**config.mk**
```make
export PLATFORM = sky130hd
export DESIGN_NAME = div_seq
export DESIGN_NICKNAME = d
export VERILOG_FILES = /design/src/rtl/div_seq.sv
export SDC_FILE = /design/constraint.sdc
export NUM_CORES = 1
export LEC_CHECK = 0
export ABC_AREA = 1
export BUFFER_PORTS_ARGS = -buffer_cell sky130_fd_sc_hd__buf_2
export CORE_MARGIN = 4
export CORE_UTILIZATION = 28
export DETAILED_ROUTE_END_ITERATION = 16
export PLACE_DENSITY = 0.49
export SKIP_CTS_REPAIR_TIMING = 1
export SLEW_MARGIN = 40
export SYNTH_ARGS = -nofsm -noshare
export SYNTH_HDL_FRONTEND = slang
export SYNTH_SLANG_ARGS = --single-unit
```
**constraint.sdc**
```tcl
create_clock -name clk -period 5.1 [get_ports clk]
set_input_delay 0 -clock clk [delete_from_list [all_inputs] [get_ports clk]]
set_output_delay 0 -clock clk [all_outputs]
set_load 0.02 [all_outputs]
```
**src/rtl/div_seq.sv**
```systemverilog
// Sequential 32-bit divider: one restoring shift-subtract step per cycle, signed or unsigned.
// result_o = {remainder, quotient}; divide-by-zero yields an all-zero result after one cycle.
module div_seq (
  input  logic        clk,
  input  logic        rst,
  input  logic        start_i,
  input  logic        annul_i,
  input  logic        signed_div_i,
  input  logic [31:0] opdata1_i,
  input  logic [31:0] opdata2_i,
  output logic [63:0] result_o,
  output logic        ready_o,
  output logic        busy_o
);

  typedef enum logic [1:0] {FREE, BYZERO, ON, END} state_t;

  state_t      state;
  logic [5:0]  cnt;
  logic [31:0] quo_q;
  logic [31:0] rem_q;
  logic [31:0] divisor_q;
  logic        neg_quo;
  logic        neg_rem;

  logic [31:0] dividend_abs;
  logic [31:0] divisor_abs;
  logic [32:0] shifted;
  logic [32:0] diff;
  logic [31:0] quo_fix;
  logic [31:0] rem_fix;

  // NOTE: always_comb assigns every output on every path, so no latch can be inferred.
  always_comb begin
    dividend_abs = (signed_div_i && opdata1_i[31]) ? -opdata1_i : opdata1_i;
    divisor_abs  = (signed_div_i && opdata2_i[31]) ? -opdata2_i : opdata2_i;
    shifted      = {rem_q, quo_q[31]};
    diff         = shifted - {1'b0, divisor_q};
    quo_fix      = neg_quo ? -quo_q : quo_q;
    rem_fix      = neg_rem ? -rem_q : rem_q;
  end

  // NOTE: all state uses non-blocking assignments so every register samples pre-edge values.
  always_ff @(posedge clk or negedge rst) begin
    if (!rst) begin
      state     <= FREE;
      cnt       <= '0;
      quo_q     <= '0;
      rem_q     <= '0;
      divisor_q <= '0;
      neg_quo   <= 1'b0;
      neg_rem   <= 1'b0;
      result_o  <= '0;
      ready_o   <= 1'b0;
      busy_o    <= 1'b0;
    end else begin
      case (state)
        FREE: begin
          ready_o  <= 1'b0;
          result_o <= '0;
          if (start_i && !annul_i) begin
            busy_o <= 1'b1;
            if (opdata2_i == 32'h0) begin
              state <= BYZERO;
            end else begin
              state     <= ON;
              cnt       <= '0;
              quo_q     <= dividend_abs;
              rem_q     <= '0;
              divisor_q <= divisor_abs;
              neg_quo   <= signed_div_i && (opdata1_i[31] ^ opdata2_i[31]);
              neg_rem   <= signed_div_i && opdata1_i[31];
            end
          end
        end

        BYZERO: begin
          busy_o <= 1'b0;
          cnt    <= '0;
          if (annul_i) begin
            state <= FREE;
          end else begin
            state    <= END;
            result_o <= '0;
            ready_o  <= 1'b1;
          end
        end

        ON: begin
          if (annul_i) begin
            state  <= FREE;
            busy_o <= 1'b0;
            cnt    <= '0;
          end else if (cnt != 6'd32) begin
            // Restoring step: keep the subtraction only if it did not borrow.
            if (!diff[32]) begin
              rem_q <= diff[31:0];
              quo_q <= {quo_q[30:0], 1'b1};
            end else begin
              rem_q <= shifted[31:0];
              quo_q <= {quo_q[30:0], 1'b0};
            end
            cnt <= cnt + 6'd1;
          end else begin
            result_o <= {rem_fix, quo_fix};
            ready_o  <= 1'b1;
            busy_o   <= 1'b0;
            cnt      <= '0;
            state    <= END;
          end
        end

        END: begin
          // Result is held until EX drops start_i; annul_i cannot discard it.
          if (!start_i) begin
            state    <= FREE;
            ready_o  <= 1'b0;
            result_o <= '0;
          end
        end

        default: state <= FREE;
      endcase
    end
  end

endmodule

```
After elaboration in Yosys (flattened, before gate mapping)
Cells that the tools add are included.

Register bits after elaboration: 172. Latch bits: 0. Memory bits (writable): 0. Memory bits (read-only): 0. Input bits: 69. Output and inout port bits: 66. Word-level logic and storage cells: 87. Memories kept: 0.

Add/subtract/negate cells: 6. Multipliers: 0. Divide/modulo/power cells: 0. Order comparisons: 0. Equal/unequal tests: 12. Shift-type cells: 0. Multiplexer cells: 42. Bitwise gates (word level): 2. Reduce and logical (&&, ||, !) cells: 15.

Operator list (number): two-way mux 32 bit (13); two-way mux 64 bit (4); case mux 64 bit (4 select lines) (1); negation 32 bit (4); case mux 32 bit (2 select lines) (2); subtractor 33 x 32 -> 33 bit (1); zero test 32 bit (1); two-way mux 6 bit (4); case mux 6 bit (3 select lines) (1); inequality test 2 bit (second input constant) (7); two-way mux 2 bit (6); AND reduction 3 bit (4); two-way mux 1 bit (8); case mux 2 bit (4 select lines) (1); adder 6 x 1 -> 6 bit (second input constant) (1); inequality test 6 bit (second input constant) (1); AND reduction 5 bit (1); equality test 2 bit (second input constant) (2); logical AND 1 bit (4); case mux 1 bit (4 select lines) (1); AND reduction 4 bit (1); inequality test 3 bit (second input constant) (1); case mux 1 bit (3 select lines) (1); nonzero test 3 bit (1); other kinds (6) (6).

Depth between registers and ports, before layout
Word-level depth: 5. Depth in mapped cells: 18. Mapped depth without buffers: 18.

Worst setup path after synthesis
No wires, ideal clock.

Kind: register to register. Start point: register quo_q[31]. End point: register rem_q[2]. Setup time: 0.118 ns. Arrival: 2.059 ns. Required time: 4.982 ns. Path slack: 2.923 ns. Stages on the path, launching flop included: 19. Period minus slack after synthesis: 2.177 ns. Cell sequence: dfrtp_1 -> inv_1 -> ha_1 -> fa_1 -> inv_1 -> nand2_1 -> nand2_1 -> nand3_1 -> nand2_2 -> nand2_2 -> nand2_4 -> nand2_4 -> nand2_4 -> nand2_2 -> nand2_4 -> buf_8 -> nand2_1 -> nand3_1 -> nand2_1.

Cells in the longest elaborated chain, start to end: 5.

Ends and longest elaborated chain: from (decl) (RTL line 20) `logic [31:0] quo_q;`; from (signal assigned) (RTL line 68) `quo_q <= dividend_abs;`; from (signal assigned) (RTL line 98) `quo_q <= {quo_q[30:0], 1'b1};`; from (signal assigned) (RTL line 101) `quo_q <= {quo_q[30:0], 1'b0};`; subtractor 33 x 32 -> 33 bit (RTL line 38) `diff = shifted - {1'b0, divisor_q};`; two-way mux 32 bit (RTL line 96) `if (!diff[32]) begin`; two-way mux 32 bit (RTL line 94) `end else if (cnt != 6'd32) begin`; two-way mux 32 bit (RTL line 90) `if (annul_i) begin`; case mux 32 bit (2 select lines) (RTL line 57) `case (state)`; to (signal assigned) (RTL line 97) `rem_q <= diff[31:0];`; to (signal assigned) (RTL line 100) `rem_q <= shifted[31:0];`; to (decl) (RTL line 21) `logic [31:0] rem_q;`.

Every way passes these cells. The select of a mux whose other input is x is not followed. A chain may end at the register's enable or synchronous reset.

Worst setup path after layout
Start point: register state[0]. End point: register quo_q[2].

Cells in the longest elaborated chain, start to end: 3.

Ends and longest elaborated chain: from (decl) (RTL line 18) `state_t state;`; from (signal assigned) (RTL line 46) `state <= FREE;`; from (signal assigned) (RTL line 64) `state <= BYZERO;`; from (signal assigned) (RTL line 66) `state <= ON;`; equality test 2 bit / zero test 2 bit (equally long branches) (RTL line 57); inequality test 2 bit (no line) / nonzero test 2 bit (equally long branches); AND reduction 5 bit (no line).

Parallel ways exist; a longest one is shown, timed or not.

==> results.json <==
{
  "path_max_fanout": 57,
  "period_needed_ns": 2.88,
  "drive_gt1_share_pct": 12.1,
  "drcViolationCount": 0,
  "power.leakage_nw": 8.26,
  "antenna_found_initial": 6,
  "synth.avg_cell_area_um2": 6.53,
  "synth.distinct_cells": 53,
  "grt_pass1_wl_um": 68100,
  "dp_cells": 2745,
  "worstHoldStart": "opdata2_i[4]",
  "status": "finished with violations",
  "final_hold_viol_count": 7,
  "vias_per_cell": 4.62,
  "core-area_um2": 47000,
  "clk_pin_slew_worst_paths_ns": 0.07,
  "tns_ns": 0,
  "routed_wl_um": 42900,
  "wire_per_inst_um": 15.2,
  "crit_path_start_kind": "register",
  "worst_pin_slew_ns": 0.789,
  "gp_congestion": 0.862,
  "placed_area_um2": 14600,
  "r2r-start": "state[0]",
  "design_area_um2": 15600,
  "io_buffers": 134,
  "synth_top_family_by_area": "simple AND/OR/NAND/NOR gates",
  "p_per_area_nw_per_um2": 458,
  "total_power_mw": 7.13,
  "max_freq_mhz": 347,
  "synth_xor_xnor_area_share_pct": 4.37,
  "synthTopCellsByCount": "659 x nand2_1, 281 x inv_1, 188 x nor2_1",
  "pin_count": 135,
  "synth_mux_area_share_pct": 0,
  "post-route-period-util_pct": 56.5,
  "cts_tree": "yes",
  "overflow": 0,
  "slew-limit-headroom_pct": 47.3,
  "drt_iter0_drc": 863,
  "fp.dieW_um": 227,
  "grt_max_degree": 70,
  "slowest_stage": "inv_2",
  "synth-seq-cells": 172,
  "yosys-top-cells-area": "dfrtp_1 32%, nand2_1 18%, inv_1 7.9%",
  "nets": 2306,
  "drv_cap": 0,
  "htree_levels": 4,
  "fp.dieH_um": 227,
  "crit_path_end_kind": "register",
  "cts_made_buffers": 17,
  "dieArea_um2": 51500,
  "seq_area_frac_synth_pct": 32.1,
  "rows": 79,
  "criticalPathCategory": "register to register",
  "ir_worst_vdd_uv": 380,
  "clockBufferDepth": 2,
  "synthArstFlopShare_pct": 100,
  "stdcell_count": 2818,
  "first_pass_iters": 5,
  "grt_pass1_vias": 12100,
  "hp-class": "input pin to register",
  "gr-usage-all-layers_pct": 16.7,
  "final_antenna_net_count": 0,
  "synth_area_um2": 13400,
  "worst-endpoint-required_ns": 5.47,
  "hold_slack_ns": -0.0721,
  "synthSimpleGateAreaFrac_pct": 36.8,
  "cp_top_family": "buffers and inverters",
  "clock_skew_ns": 0.0108,
  "numClockSinks": 172,
  "cpMostUsedCell": "buf_4",
  "start_util_pct": 28.6,
  "dp_hpwl_um": 34500,
  "clkLatencyLatePin_ns": 0.46,
  "syn_inst": 2054,
  "synth_fa_ha_area_share_pct": 4.16,
  "yosysWarnings": 0,
  "worstPathArrival_ns": 3.26,
  "crit_path_max_incr_delay_ns": 0.57,
  "synth_top_cell_by_area": "dfrtp_1",
  "syn_to_final_growth_pct": 16.1,
  "synth_edf_count": 0,
  "synth_compound_area_share_pct": 11.9,
  "cp_num_buf_inv": 4,
  "drv_slew": 0,
  "ys.flop_type": "dfrtp_1",
  "violations": "negative hold slack",
  "vias": 13000,
  "startpoint": "state[0]",
  "rsz0062_at_grt": "false",
  "fillCellCount": 5165,
  "yosys.area.top_type_share_pct": 32.1,
  "clock-root-buffer": "clkbuf_16",
  "synthMostInstantiatedCell": "nand2_1",
  "syn-num-nets": 2167,
  "path_cells": "inv_1, ha_1, buf_4, nand2_1, o21ai_0, nand4_2, buf_4, inv_2, o221ai_1, o21ai_1",
  "setup_viol": 0
}
==> cells in the final DEF, fill, tap and decap left out, drive strengths merged <==
cell type    instances
clkinv               4
a22oi                2
nand4               28
o211ai              16
clkinvlp             2
a32o                 1
a21boi               2
nand2              683
nor3                29
xor2                48
a31oi                5
o2111ai              3
o21bai               3
a21oi               73
and2                 2
o41ai                1
fa                   1
o221ai               2
nand3b               3
dfrtp              172
ha                  43
inv                302
xnor2               19
nand2b               1
nor4                 2
diode                5
o31ai                3
buf                144
o21a                 2
nor2               197
a21o                 2
o21ai              174
nand3              178
clkbuf              17
dlygate4sd3         36
o22ai                1
or2                  5
==> power by group <==
group          switching, mW  internal, mW  leakage [nW]  total, mW
Combinational           2.54          1.14          5.72       3.68
Clock                  0.654         0.648         0.277       1.30
Sequential             0.371          1.77          2.26       2.14
Total                   3.56          3.57          8.26       7.13
==> state kept, by name (all words and copies together) (netlist names) <==
name and flops:
result_o 64, divisor_q 32, quo_q 32, rem_q 32
cnt 6, state 2, busy_o 1, neg_quo 1
neg_rem 1, ready_o 1
==> worst reg2reg max path: stages, from the launching register on <==
cell      delay (ns)
dfrtp_1         0.43
inv_1           0.13
ha_1            0.17
buf_4           0.35
nand2_1         0.19
o21ai_0         0.13
nand4_2         0.12
buf_4           0.32
inv_2           0.59
o221ai_1        0.26
o21ai_1         0.12
==> area by class of cell <==
class / instances / area (um2) / share of cell area [%]
clock buffers: 17 / 425 / 2.73
repair buffers: 180 / 1140 / 7.35
diodes: 5 / 12.5 / 0.0803
flip-flops and latches: 172 / 4310 / 27.6
well taps: 607 / 759 / 4.87
multi-input cells: 1529 / 7690 / 49.3
clock inverters: 15 / 144 / 0.923
inverters: 293 / 1100 / 7.06
==> through the flow <==
stage | setup WS [ns] | utilization (%)
floorplan | 2.92 | -
global placement | 1.40 | 31.1
detailed placement | 2.25 | 31.2
CTS | 2.23 | 32.4
global route | 1.91 | 33.2
finish | 2.22 | 33.2
==> final timing paths <==
check,to,slack (ns),cells past startpoint
setup / recovery,quo_q[2],2.22,10
hold / removal,divisor_q[4],-0.07,3
setup reg to reg,quo_q[2],2.22,10
hold reg to reg,result_o[46],0.48,2
max in group asynchronous,result_o[9],4.08,3
min in group asynchronous,divisor_q[1],0.04,2
==> routing by layer <==
metal	routed length, um	global-route usage, %
met1	23000	26.5
met2	17100	23.2
met3	2120	3.26
met4	660	3.77
met5	20	0
==> cells by family after synthesis <==
group,Yosys count
adders and majority gates,44
and+or+nand+nor,1128
DFF,172
AOI/OAI and AO/OA,290
buffers and inverters,353
xor gates and xnor gates,67
No activity file was read; power rests on OpenSTA's default activity.
